<file path="config.mk">
export PLATFORM = sky130hd
export DESIGN_NAME = fetch_mem_arbiter
export DESIGN_NICKNAME = d
export VERILOG_FILES = /design/src/rtl/fetch_mem_arbiter.sv
export SDC_FILE = /design/constraint.sdc
export NUM_CORES = 1
export LEC_CHECK = 0
export ABC_CLOCK_PERIOD_IN_PS = 1500
export BUFFER_PORTS_ARGS = -buffer_cell sky130_fd_sc_hd__buf_4
export CORE_AREA = 2 2 200 202
export CTS_CLUSTER_SIZE = 30
export DETAILED_ROUTE_END_ITERATION = 10
export DIE_AREA = 0 0 202 204
export HOLD_SLACK_MARGIN = 0.03
export PLACE_DENSITY_LB_ADDON = 0.05
export RECOVER_POWER = 50
export SYNTH_ARGS = -nofsm -noshare
export SYNTH_HDL_FRONTEND = slang
export SYNTH_SLANG_ARGS = --single-unit
</file>
<file path="constraint.sdc">
create_clock -name Clk -period 1.5 [get_ports Clk]
set_input_delay 0.3 -clock Clk [delete_from_list [all_inputs] [get_ports Clk]]
set_output_delay 0.3 -clock Clk [all_outputs]
set_load 0.02 [all_outputs]
</file>
<file path="src/rtl/fetch_mem_arbiter.sv">
// Shares the single external memory port between instruction fetch and load/store.
// Grants alternate on ties; flushed fetches complete silently; a watchdog ends hung transactions.
module fetch_mem_arbiter #(
   parameter int AddrWidth     = 64,
   parameter int DataWidth     = 64,
   parameter int InstWidth     = 32,
   parameter int TimeoutCycles = 255
) (
   input  logic                     Clk,
   input  logic                     Rst,
   input  logic                     IReq,
   input  logic [AddrWidth-1:0]     IAddr,
   input  logic                     IFlush,
   output logic                     IAck,
   output logic [InstWidth-1:0]     IData,
   output logic                     IErr,
   input  logic                     DReq,
   input  logic                     DWe,
   input  logic [AddrWidth-1:0]     DAddr,
   input  logic [DataWidth-1:0]     DWData,
   input  logic [DataWidth/8-1:0]   DMask,
   output logic                     DAck,
   output logic [DataWidth-1:0]     DRData,
   output logic                     DErr,
   output logic                     BusReq,
   output logic                     BusWe,
   output logic [AddrWidth-1:0]     BusAddr,
   output logic [DataWidth-1:0]     BusWData,
   output logic [DataWidth/8-1:0]   BusMask,
   input  logic                     BusAck,
   input  logic [DataWidth-1:0]     BusRData
);

   localparam int         MaskWidth = DataWidth / 8;
   localparam logic [7:0] WdogLast  = 8'(TimeoutCycles - 1);

   typedef enum logic [1:0] {
      ST_IDLE   = 2'd0,
      ST_I_BUSY = 2'd1,
      ST_D_BUSY = 2'd2
   } state_t;

   state_t                 r_state;
   state_t                 w_next_state;
   logic                   r_last_d;
   logic                   r_discard;
   logic [7:0]             r_wdog;
   logic                   r_bus_req;
   logic                   r_bus_we;
   logic [AddrWidth-1:0]   r_bus_addr;
   logic [DataWidth-1:0]   r_bus_wdata;
   logic [MaskWidth-1:0]   r_bus_mask;

   logic                   w_idle;
   logic                   w_busy;
   logic                   w_i_elig;
   logic                   w_d_elig;
   logic                   w_grant_i;
   logic                   w_grant_d;
   logic                   w_timeout;
   logic                   w_done;
   logic                   w_suppress;

   assign w_idle    = (r_state == ST_IDLE);
   assign w_busy    = (r_state == ST_I_BUSY) || (r_state == ST_D_BUSY);
   assign w_i_elig  = IReq & ~IFlush;
   assign w_d_elig  = DReq;
   // On a tie the requester that did not own the bus last time wins.
   assign w_grant_i = w_idle & w_i_elig & (~w_d_elig | r_last_d);
   assign w_grant_d = w_idle & w_d_elig & (~w_i_elig | ~r_last_d);
   assign w_timeout = w_busy & ~BusAck & (r_wdog == WdogLast);
   assign w_done    = w_busy & (BusAck | w_timeout);
   assign w_suppress = r_discard | IFlush;

   assign BusReq   = r_bus_req;
   assign BusWe    = r_bus_we;
   assign BusAddr  = r_bus_addr;
   assign BusWData = r_bus_wdata;
   assign BusMask  = r_bus_mask;

   // Next-state selection for the grant/busy FSM
   always_comb begin
      w_next_state = r_state;
      case (r_state)
         ST_IDLE: begin
            if (w_grant_d) begin
               w_next_state = ST_D_BUSY;
            end else if (w_grant_i) begin
               w_next_state = ST_I_BUSY;
            end else begin
               w_next_state = ST_IDLE;
            end
         end
         ST_I_BUSY, ST_D_BUSY: begin
            if (w_done) begin
               w_next_state = ST_IDLE;
            end else begin
               w_next_state = r_state;
            end
         end
         default: w_next_state = ST_IDLE;
      endcase
   end

   // Completion strobes and returned data, routed only to the current owner
   always_comb begin
      IAck   = (r_state == ST_I_BUSY) & BusAck & ~w_suppress;
      IErr   = (r_state == ST_I_BUSY) & w_timeout & ~w_suppress;
      DAck   = (r_state == ST_D_BUSY) & BusAck;
      DErr   = (r_state == ST_D_BUSY) & w_timeout;
      IData  = {InstWidth{1'b0}};
      DRData = {DataWidth{1'b0}};
      if (IAck) begin
         IData = r_bus_addr[2] ? BusRData[2*InstWidth-1:InstWidth] : BusRData[InstWidth-1:0];
      end else begin
         IData = {InstWidth{1'b0}};
      end
      if (DAck) begin
         DRData = BusRData;
      end else begin
         DRData = {DataWidth{1'b0}};
      end
   end

   // State, bus payload, owner history, flush discard and watchdog registers
   always_ff @(posedge Clk) begin
      if (Rst) begin
         r_state     <= ST_IDLE;
         r_last_d    <= 1'b0;
         r_discard   <= 1'b0;
         r_wdog      <= 8'd0;
         r_bus_req   <= 1'b0;
         r_bus_we    <= 1'b0;
         r_bus_addr  <= {AddrWidth{1'b0}};
         r_bus_wdata <= {DataWidth{1'b0}};
         r_bus_mask  <= {MaskWidth{1'b0}};
      end else begin
         r_state <= w_next_state;
         if (w_grant_d) begin
            r_bus_req   <= 1'b1;
            r_bus_we    <= DWe;
            r_bus_addr  <= DAddr;
            r_bus_wdata <= DWData;
            r_bus_mask  <= DMask;
            r_last_d    <= 1'b1;
            r_wdog      <= 8'd0;
            r_discard   <= 1'b0;
         end else if (w_grant_i) begin
            r_bus_req   <= 1'b1;
            r_bus_we    <= 1'b0;
            r_bus_addr  <= IAddr;
            r_bus_wdata <= {DataWidth{1'b0}};
            r_bus_mask  <= {MaskWidth{1'b0}};
            r_last_d    <= 1'b0;
            r_wdog      <= 8'd0;
            r_discard   <= 1'b0;
         end else if (w_done) begin
            r_bus_req <= 1'b0;
         end else if (w_busy) begin
            r_wdog <= r_wdog + 8'd1;
            if ((r_state == ST_I_BUSY) && IFlush) begin
               r_discard <= 1'b1;
            end
         end
      end
   end

endmodule
</file>
Yosys cells after proc, flatten, opt, wreduce, memory -nomap -nowiden
Index checks and enable logic that the tools add are counted.

Bits in registers: 150. Input bits: 271.

Add/subtract/negate cells: 1. Equality and inequality tests: 4. Muxes and demuxes: 19. Bitwise logic cells: 25. Reductions and logical operators: 9.

Operators by type and width (number): $mux W64 (5); $mux W32 (2); $mux W8 (2); $and A1 B1 Y1 (14); $add A8 B1 Y8 const B (1); $eq A8 B8 Y1 const B (1); $mux W1 (7); $not A1 Y1 (7); $mux W2 (2); $or A1 B1 Y1 (4); $pmux W2 S2 (1); $reduce_and A3 Y1 (1); $reduce_bool A3 Y1 (1); $reduce_or A3 Y1 (1); $eq A2 B1 Y1 const B (1); $eq A2 B2 Y1 const B (1); $logic_not A2 Y1 (1); $ne A2 B2 Y1 const B (1); $reduce_and A2 Y1 (1); $reduce_bool A2 Y1 (1); $reduce_or A2 Y1 (1); $logic_and A1 B1 Y1 (1); $logic_or A1 B1 Y1 (1).

Longest topological paths before layout
Gate-level depths: netlist of the first run.

Word-level depth: 9. Gate-level depth with buffers: 9.

Worst setup path after synthesis of the first run
Ideal clock, no wire load.

Kind: register -> output. Start point: register r_state[1]. End point: output port IData[10]. Arrival time: 1391 ps. Data required time: 1200 ps. Setup slack: -191 ps. Stages on the path, launching flop included: 7. Path buffers: 1. Cell sequence: dfxtp_1 > inv_1 > ha_1 > nor3b_1 > nand2_1 > clkbuf_1 > nor2_1.

Cells in the longest elaborated chain, start to end: 4.

Ends and longest elaborated chain: start: declaration (RTL line 43) `state_t r_state;`; start signal: assignment (RTL line 138) `r_state <= w_next_state;`; $eq A2 B1 Y1 (RTL line 107) `IAck = (r_state == ST_I_BUSY) & BusAck & ~w_suppress;`; $and A1 B1 Y1 (2 in series) (RTL line 107); $mux W32 (RTL line 113) `if (IAck) begin`; end: declaration (RTL line 15) `output logic [InstWidth-1:0] IData,`.

No other way between the ends.

Worst setup path after layout of the first run
Start point: register r_state[1]. End point: output port IData[5].

The elaborated chain is that of the path after synthesis.

==> flow_metrics.py, run 1 <==
metrics = {
    "synthesis": {
        "async_flop_share_pct": 0,
        "synth_top_area_share_pct": 48.1,
        "synth.area.mux_share_pct": 5.13,
        "synth.distinct_cells": 37,
        "mappedNetlistArea_um2": 6250,
        "ys.flop_type": "dfxtp_1",
        "synthCells": 681,
        "synth.area.top_cells": "dfxtp_1 48%, a22o_1 10%, a22oi_1 7.7%",
        "syn_avg_cell_area_um2": 9.18,
        "synth_top_family_by_area": "compound AO/OA/AOI/OAI gates",
        "synth_nets": 957,
        "ys_ff_latch": 150,
        "yosysTopAreaCell": "dfxtp_1",
        "synth-simple-area-share_pct": 18.0,
        "yosys.area_share.xor_xnor_pct": 0.841,
        "synth.most_common_cell": "dfxtp_1",
        "ys.warnings.count": 0,
        "synth_compound_area_share_pct": 22.2,
        "synth_common_cells": "150 x dfxtp_1, 103 x nand2_1, 73 x a22o_1, 68 x and3_1, 64 x a22oi_1",
        "yosysSeqAreaShare_pct": 48.1,
        "synth_enable_flop_cells": 0,
        "synth-adder-area-share_pct": 1.00,
    },
    "drt": {
        "ant_nets": 0,
        "drt_pass1_iterations": 6,
        "num_vias": 7564,
        "drc_errors": 0,
        "viasPerCell": 4.17,
        "drtIter0Drc": 258,
        "routedWlPerCell_um": 19.6,
        "wl_mm": 35.6,
    },
    "clock_tree": {
        "cts_tree": "yes",
        "numCtsBuffers": 17,
        "htree_levels": 4,
        "cts_buffer_depth": 2,
        "clockRootBuffer": "clkbuf_16",
        "clk_pin_slew_worst_paths_ps": 70,
        "clk_latency_ps": 450,
        "clock-sinks": 150,
    },
    "die": {
        "die_area_um2": 41200,
        "die-width_um": 202,
        "coreArea_um2": 39200,
        "start_util_pct": 15.9,
        "ioPinCount": 509,
        "num_rows": 73,
        "dieHeight_um": 204,
    },
    "placed_design": {
        "portBuffers": 508,
        "place_congestion": 0.782,
        "hpwlAfterDp_mm": 24.2,
        "preCtsSetupSlack_ps": -213,
    },
    "final_layout": {
        "area_delta_synth_final_pct": 134,
        "nets": 1553,
        "fillers": 4030,
        "drive_above_1_share_pct": 66.7,
        "final_core_util_pct": 37.3,
    },
    "hold_path": {
        "hold_class": "primary input to register",
    },
    "setup_path": {
        "crit_type": "register to output port",
        "crit_path_start_kind": "register",
        "endpoint_kind": "output port",
        "crit_fanout": 8,
        "arrival_ps": 1790,
        "required_ps": 1200,
    },
    "status": {
        "violations": "setup timing",
        "status": "finished with violations",
    },
    "timing": {
        "fin_worst_skew_ps": 24.0,
        "finalSetupViolCount": 241,
        "grt_setup_unrepaired": "true",
        "fmax_mhz": 479,
        "period_needed_ps": 2090,
        "fin_ws_ps": -588,
        "hold_viol": 0,
        "slew_violations": 0,
        "max_slew_margin_pct": 62.3,
        "tightest_slew_ps": 565,
        "fin_crit_sh_pct": 139,
    },
    "global_routing": {
        "grt_pass1_vias": 7414,
        "antenna_found_initial": 0,
        "grt_max_degree": 44,
        "track_usage_pct": 15.0,
        "grt-ovfl-total": 0,
        "grt_pass1_wl_mm": 46.5,
    },
    "power": {
        "leakagePower_nw": 6.49,
        "power_density_nw_per_um2": 887,
        "power.total_mw": 13.0,
        "ir_drop_mv": 0.791,
    },
    "flow_run": {
        "cap_viol_max_count": 0,
    },
}
## cell families after synthesis
kind of cell    after synthesis
simple gates                236
mux                          32
flops                       150
xor+xnor                      6
compound gates              184
fa+ha+maj                     5
buf+inv                      68
## final timing paths
path	start	slack, ps	to	depth (start not counted)
max	r_state[1]	-590	IData[5]	7
min	DAddr[20]	50	BusAddr[20]	3
max reg2reg	r_state[0]	-170	BusAddr[48]	10
min reg2reg	BusAddr[53]	440	BusAddr[53]	2
## placed cells by master (no fill, tap or decap), types with 6 or more instances in the layout
cell type	count
buf_8	6
a21oi_1	6
nor2_4	36
a22oi_1	27
clkbuf_1	71
a21oi_2	27
buf_6	133
nand2_2	28
and3_4	66
dlygate4sd3_1	7
buf_12	34
a22oi_2	37
dfxtp_1	146
mux2i_1	24
nand2_4	32
nand2_1	43
clkbuf_16	36
nor2_1	7
a22o_1	73
buf_4	367
mux2i_2	8
## critical path, cell delays in order, from the launching register on
cell	delay [ps]
dfxtp_2	340
inv_4	70
ha_4	120
nor3b_4	220
nand2_4	180
buf_12	210
nor2_4	90
buf_6	120
## power by group
part | switching, mW | internal (mW) | total [mW]
registers | 0.201 | 4.31 | 4.51
logic | 1.90 | 2.00 | 3.90
clock network | 1.92 | 2.63 | 4.54
total | 4.02 | 8.93 | 13.0
## area by class of cell
| class | count | area [µm²] | share of cell area [%] |
|---|---|---|---|
| diodes | 1 | 2.50 | 0.0171 |
| clock buffers | 21 | 470 | 3.22 |
| clock inverters | 11 | 136 | 0.934 |
| inverters | 5 | 27.5 | 0.189 |
| multi-input cells | 463 | 4350 | 29.8 |
| flip-flops and latches | 150 | 3010 | 20.6 |
| well taps | 525 | 657 | 4.50 |
| repair buffers | 640 | 5940 | 40.7 |
## stage by stage
| stage | instances | cell area, µm² | TNS [ps] | hold slack [ps] |
|---|---|---|---|---|
| floorplan | 681 | 6650 | -80.0 | 425 |
| global placement | 1714 | 11600 | -34000 | 424 |
| global route | 1815 | 14600 | -87210 | 29.8 |
| detailed placement | 1714 | 11600 | -32710 | 431 |
| finish | 1816 | 14600 | -67760 | 46.6 |
| CTS | 1760 | 12900 | -82250 | 30.5 |
## layer usage
metal	GRT usage, %	vias up	part of all wire [%]
met2	26.2	267	52
met5	0	-	0
met3	5.25	36	6.5
li1	-	3666	-
met1	16.8	3595	40
met4	5.25	0	2.2
## state kept, by name, indices dropped and copies added, names as in the netlist
name and flops:
r_last_d 1, r_wdog 8, r_discard 1, BusReq 1, BusWe 1, BusWData 64, BusAddr 64, r_state 2
BusMask 8
## repair_timing
item                       CTS  global route
resized for setup          134           289
gates cloned                 4            27
buffers inserted             4            28
hold buffers                 6             1
setup endpoints to repair  244           250
hold endpoints to repair     6             1
pin swaps                   13           257
(Power assumes the default switching activity.)
==> run 2, diff against run 1 <==
--- a/config.mk
+++ b/config.mk
@@ -14,6 +14,7 @@
 export HOLD_SLACK_MARGIN = 0.03
 export PLACE_DENSITY_LB_ADDON = 0.05
 export RECOVER_POWER = 50
+export SETUP_SLACK_MARGIN = 0.3
 export SYNTH_ARGS = -nofsm -noshare
 export SYNTH_HDL_FRONTEND = slang
 export SYNTH_SLANG_ARGS = --single-unit
==> run 2 against run 1 <==
  * Critical path depth did not move
  * Highest routed layer unchanged
  * First-iteration DRC count is 22% lower
  * Largest power group is now registers
  * Die area unchanged
  * Setup slack improved by 42 ps
  * The run still ends with setup timing left
  * Routed wire length grew 3.6%
  * Clock power down 4%
==> flow_metrics.py, run 2 (synthesis results as in run 1) <==
metrics = {
    "status": {
        "status": "finished with violations",
        "violations": "setup timing",
    },
    "die": {
        "num_rows": 73,
        "dieHeight_um": 204,
        "coreArea_um2": 39200,
        "die_area_um2": 41200,
        "die-width_um": 202,
        "ioPinCount": 509,
        "start_util_pct": 15.9,
    },
    "timing": {
        "finalSetupViolCount": 247,
        "fmax_mhz": 489,
        "period_needed_ps": 2050,
        "tightest_slew_ps": 525,
        "grt_setup_unrepaired": "true",
        "slew_violations": 0,
        "hold_viol": 0,
        "fin_ws_ps": -546,
        "max_slew_margin_pct": 65.0,
        "fin_worst_skew_ps": 8.09,
        "fin_crit_sh_pct": 136,
    },
    "global_routing": {
        "track_usage_pct": 16.9,
        "grt_max_degree": 34,
        "antenna_found_initial": 1,
        "grt_pass1_vias": 7913,
        "grt_pass1_wl_mm": 51.8,
        "grt-ovfl-total": 0,
    },
    "final_layout": {
        "final_cell_mix": "374 x buf_4, 188 x buf_6, 127 x dfxtp_1, 74 x nand2_1, 73 x a22o_1",
        "fin_cells": 1845,
        "area_delta_synth_final_pct": 152,
        "drive_above_1_share_pct": 71.9,
        "final_core_util_pct": 40.2,
        "regArea_um2": 3040,
        "nets": 1582,
        "fillers": 3884,
        "multi_input_area_um2": 4250,
        "final_common_cell": "buf_4",
    },
    "hold_path": {
        "holdPathEnd": "BusWData[27]",
        "worstHoldStart": "DWData[27]",
        "min_path_cells": 2,
        "hold_class": "primary input to register",
    },
    "power": {
        "leakagePower_nw": 7.03,
        "power_density_nw_per_um2": 853,
        "ir_drop_mv": 0.810,
    },
    "setup_path": {
        "arrival_ps": 1750,
        "slowest_delay_ps": 340,
        "crit_type": "register to output port",
        "endpoint_kind": "output port",
        "reg2reg_slack_ps": -250,
        "crit_chain": "inv_4 -> ha_4 -> nor3b_4 -> nand2_4 -> buf_12 -> nor2_2 -> buf_6",
        "r2r_start": "r_state[1]",
        "rr_endpoint": "BusAddr[48]",
        "r2r_cells": 11,
        "crit_fanout": 15,
        "required_ps": 1200,
        "cp_slowest_cell": "dfxtp_2",
        "crit_path_start_kind": "register",
    },
    "drt": {
        "drc_errors": 0,
        "ant_nets": 0,
        "wl_mm": 36.9,
        "num_vias": 7740,
        "drtIter0Drc": 200,
        "drt_pass1_iterations": 4,
        "viasPerCell": 4.20,
        "routedWlPerCell_um": 20.0,
    },
    "flow_run": {
        "cap_viol_max_count": 0,
    },
    "placed_design": {
        "dp.cells": 1700,
        "place_congestion": 0.745,
        "portBuffers": 508,
        "hpwlAfterDp_mm": 23.4,
    },
    "clock_tree": {
        "htree_levels": 4,
        "clockRootBuffer": "clkbuf_16",
        "clock-sinks": 150,
        "clk_pin_slew_worst_paths_ps": 70,
        "cts_tree": "yes",
        "numCtsBuffers": 17,
        "clk_latency_ps": 440,
        "cts_buffer_depth": 2,
    },
}
[run 2: cell types whose count changed in the layout (fill, tap and decap cells not counted), sizes merged]
cell,delta
buf,+103
clkbuf,-85
dlygate4sd3,+7
clkinvlp,+3
bufbuf,+1
bufinv,-1
inv,+1
[run 2: how the worst max path moves through the flow]
stage,depth (start not counted),start,end
after detailed placement,6,DReq,BusAddr[3]
after global placement,6,DReq,BusAddr[62]
final,7,r_state[1],IData[1]
after floorplan,7,r_state[1],BusAddr[27]
after global routing,7,r_state[1],IData[1]
after CTS,7,r_state[1],IData[31]
[run 2: layout make-up]
type | count | area share, %
antenna | 1 | 0.0159
timing repair buffer | 669 | 45.8
inverter | 5 | 0.159
clock buffer | 18 | 2.72
sequential | 150 | 19.3
clock inverter | 14 | 0.889
tap | 525 | 4.17
multi-input combinational | 463 | 27.0
[run 2: repair_timing]
action,4_1_cts,5_1_grt
gates resized for setup,219,271
cloned,38,7
buffers inserted,39,14
pin swaps,103,99
endpoints found under the setup margin,388,388
hold endpoints to repair,14,0
hold buffers,14,0
[run 2: where the power goes]
part	total (mW)	internal, mW	switching (mW)
clock network	4.35	2.33	2.02
registers	4.55	4.32	0.226
logic	4.55	2.56	1.99
[run 2: stage by stage]
stage	setup TNS, ps	setup WS [ps]	cell area, µm²	hold slack [ps]	power [mW]
3_5_place_dp	-20350	-178	11700	429	7.71
2_1_floorplan	0	29.6	7070	425	6.05
5_1_grt	-88320	-639	15800	33.5	14.1
4_1_cts	-76330	-590	14800	30.3	13.3
6_report	-71490	-546	15800	62.7	13.4
3_3_place_gp	-20240	-175	11700	425	7.73
[run 2: routing by layer]
| layer | global-route usage, % | wire (µm) | vias to the layer above |
|---|---|---|---|
| li1 | - | - | 3745 |
| met1 | 19.6 | 14700 | 3697 |
| met2 | 30.0 | 19200 | 262 |
| met3 | 5.39 | 2430 | 36 |
| met4 | 4.46 | 557 | 0 |
| met5 | 0 | 0 | - |
[run 2: critical path, delay by kind of cell (launching register included)]
family,cells,cell delay (ps)
adder cells (fa/ha/maj),1,120
buffers and inverters,3,380
AND/OR/NAND/NOR,3,470
flip-flops,1,340
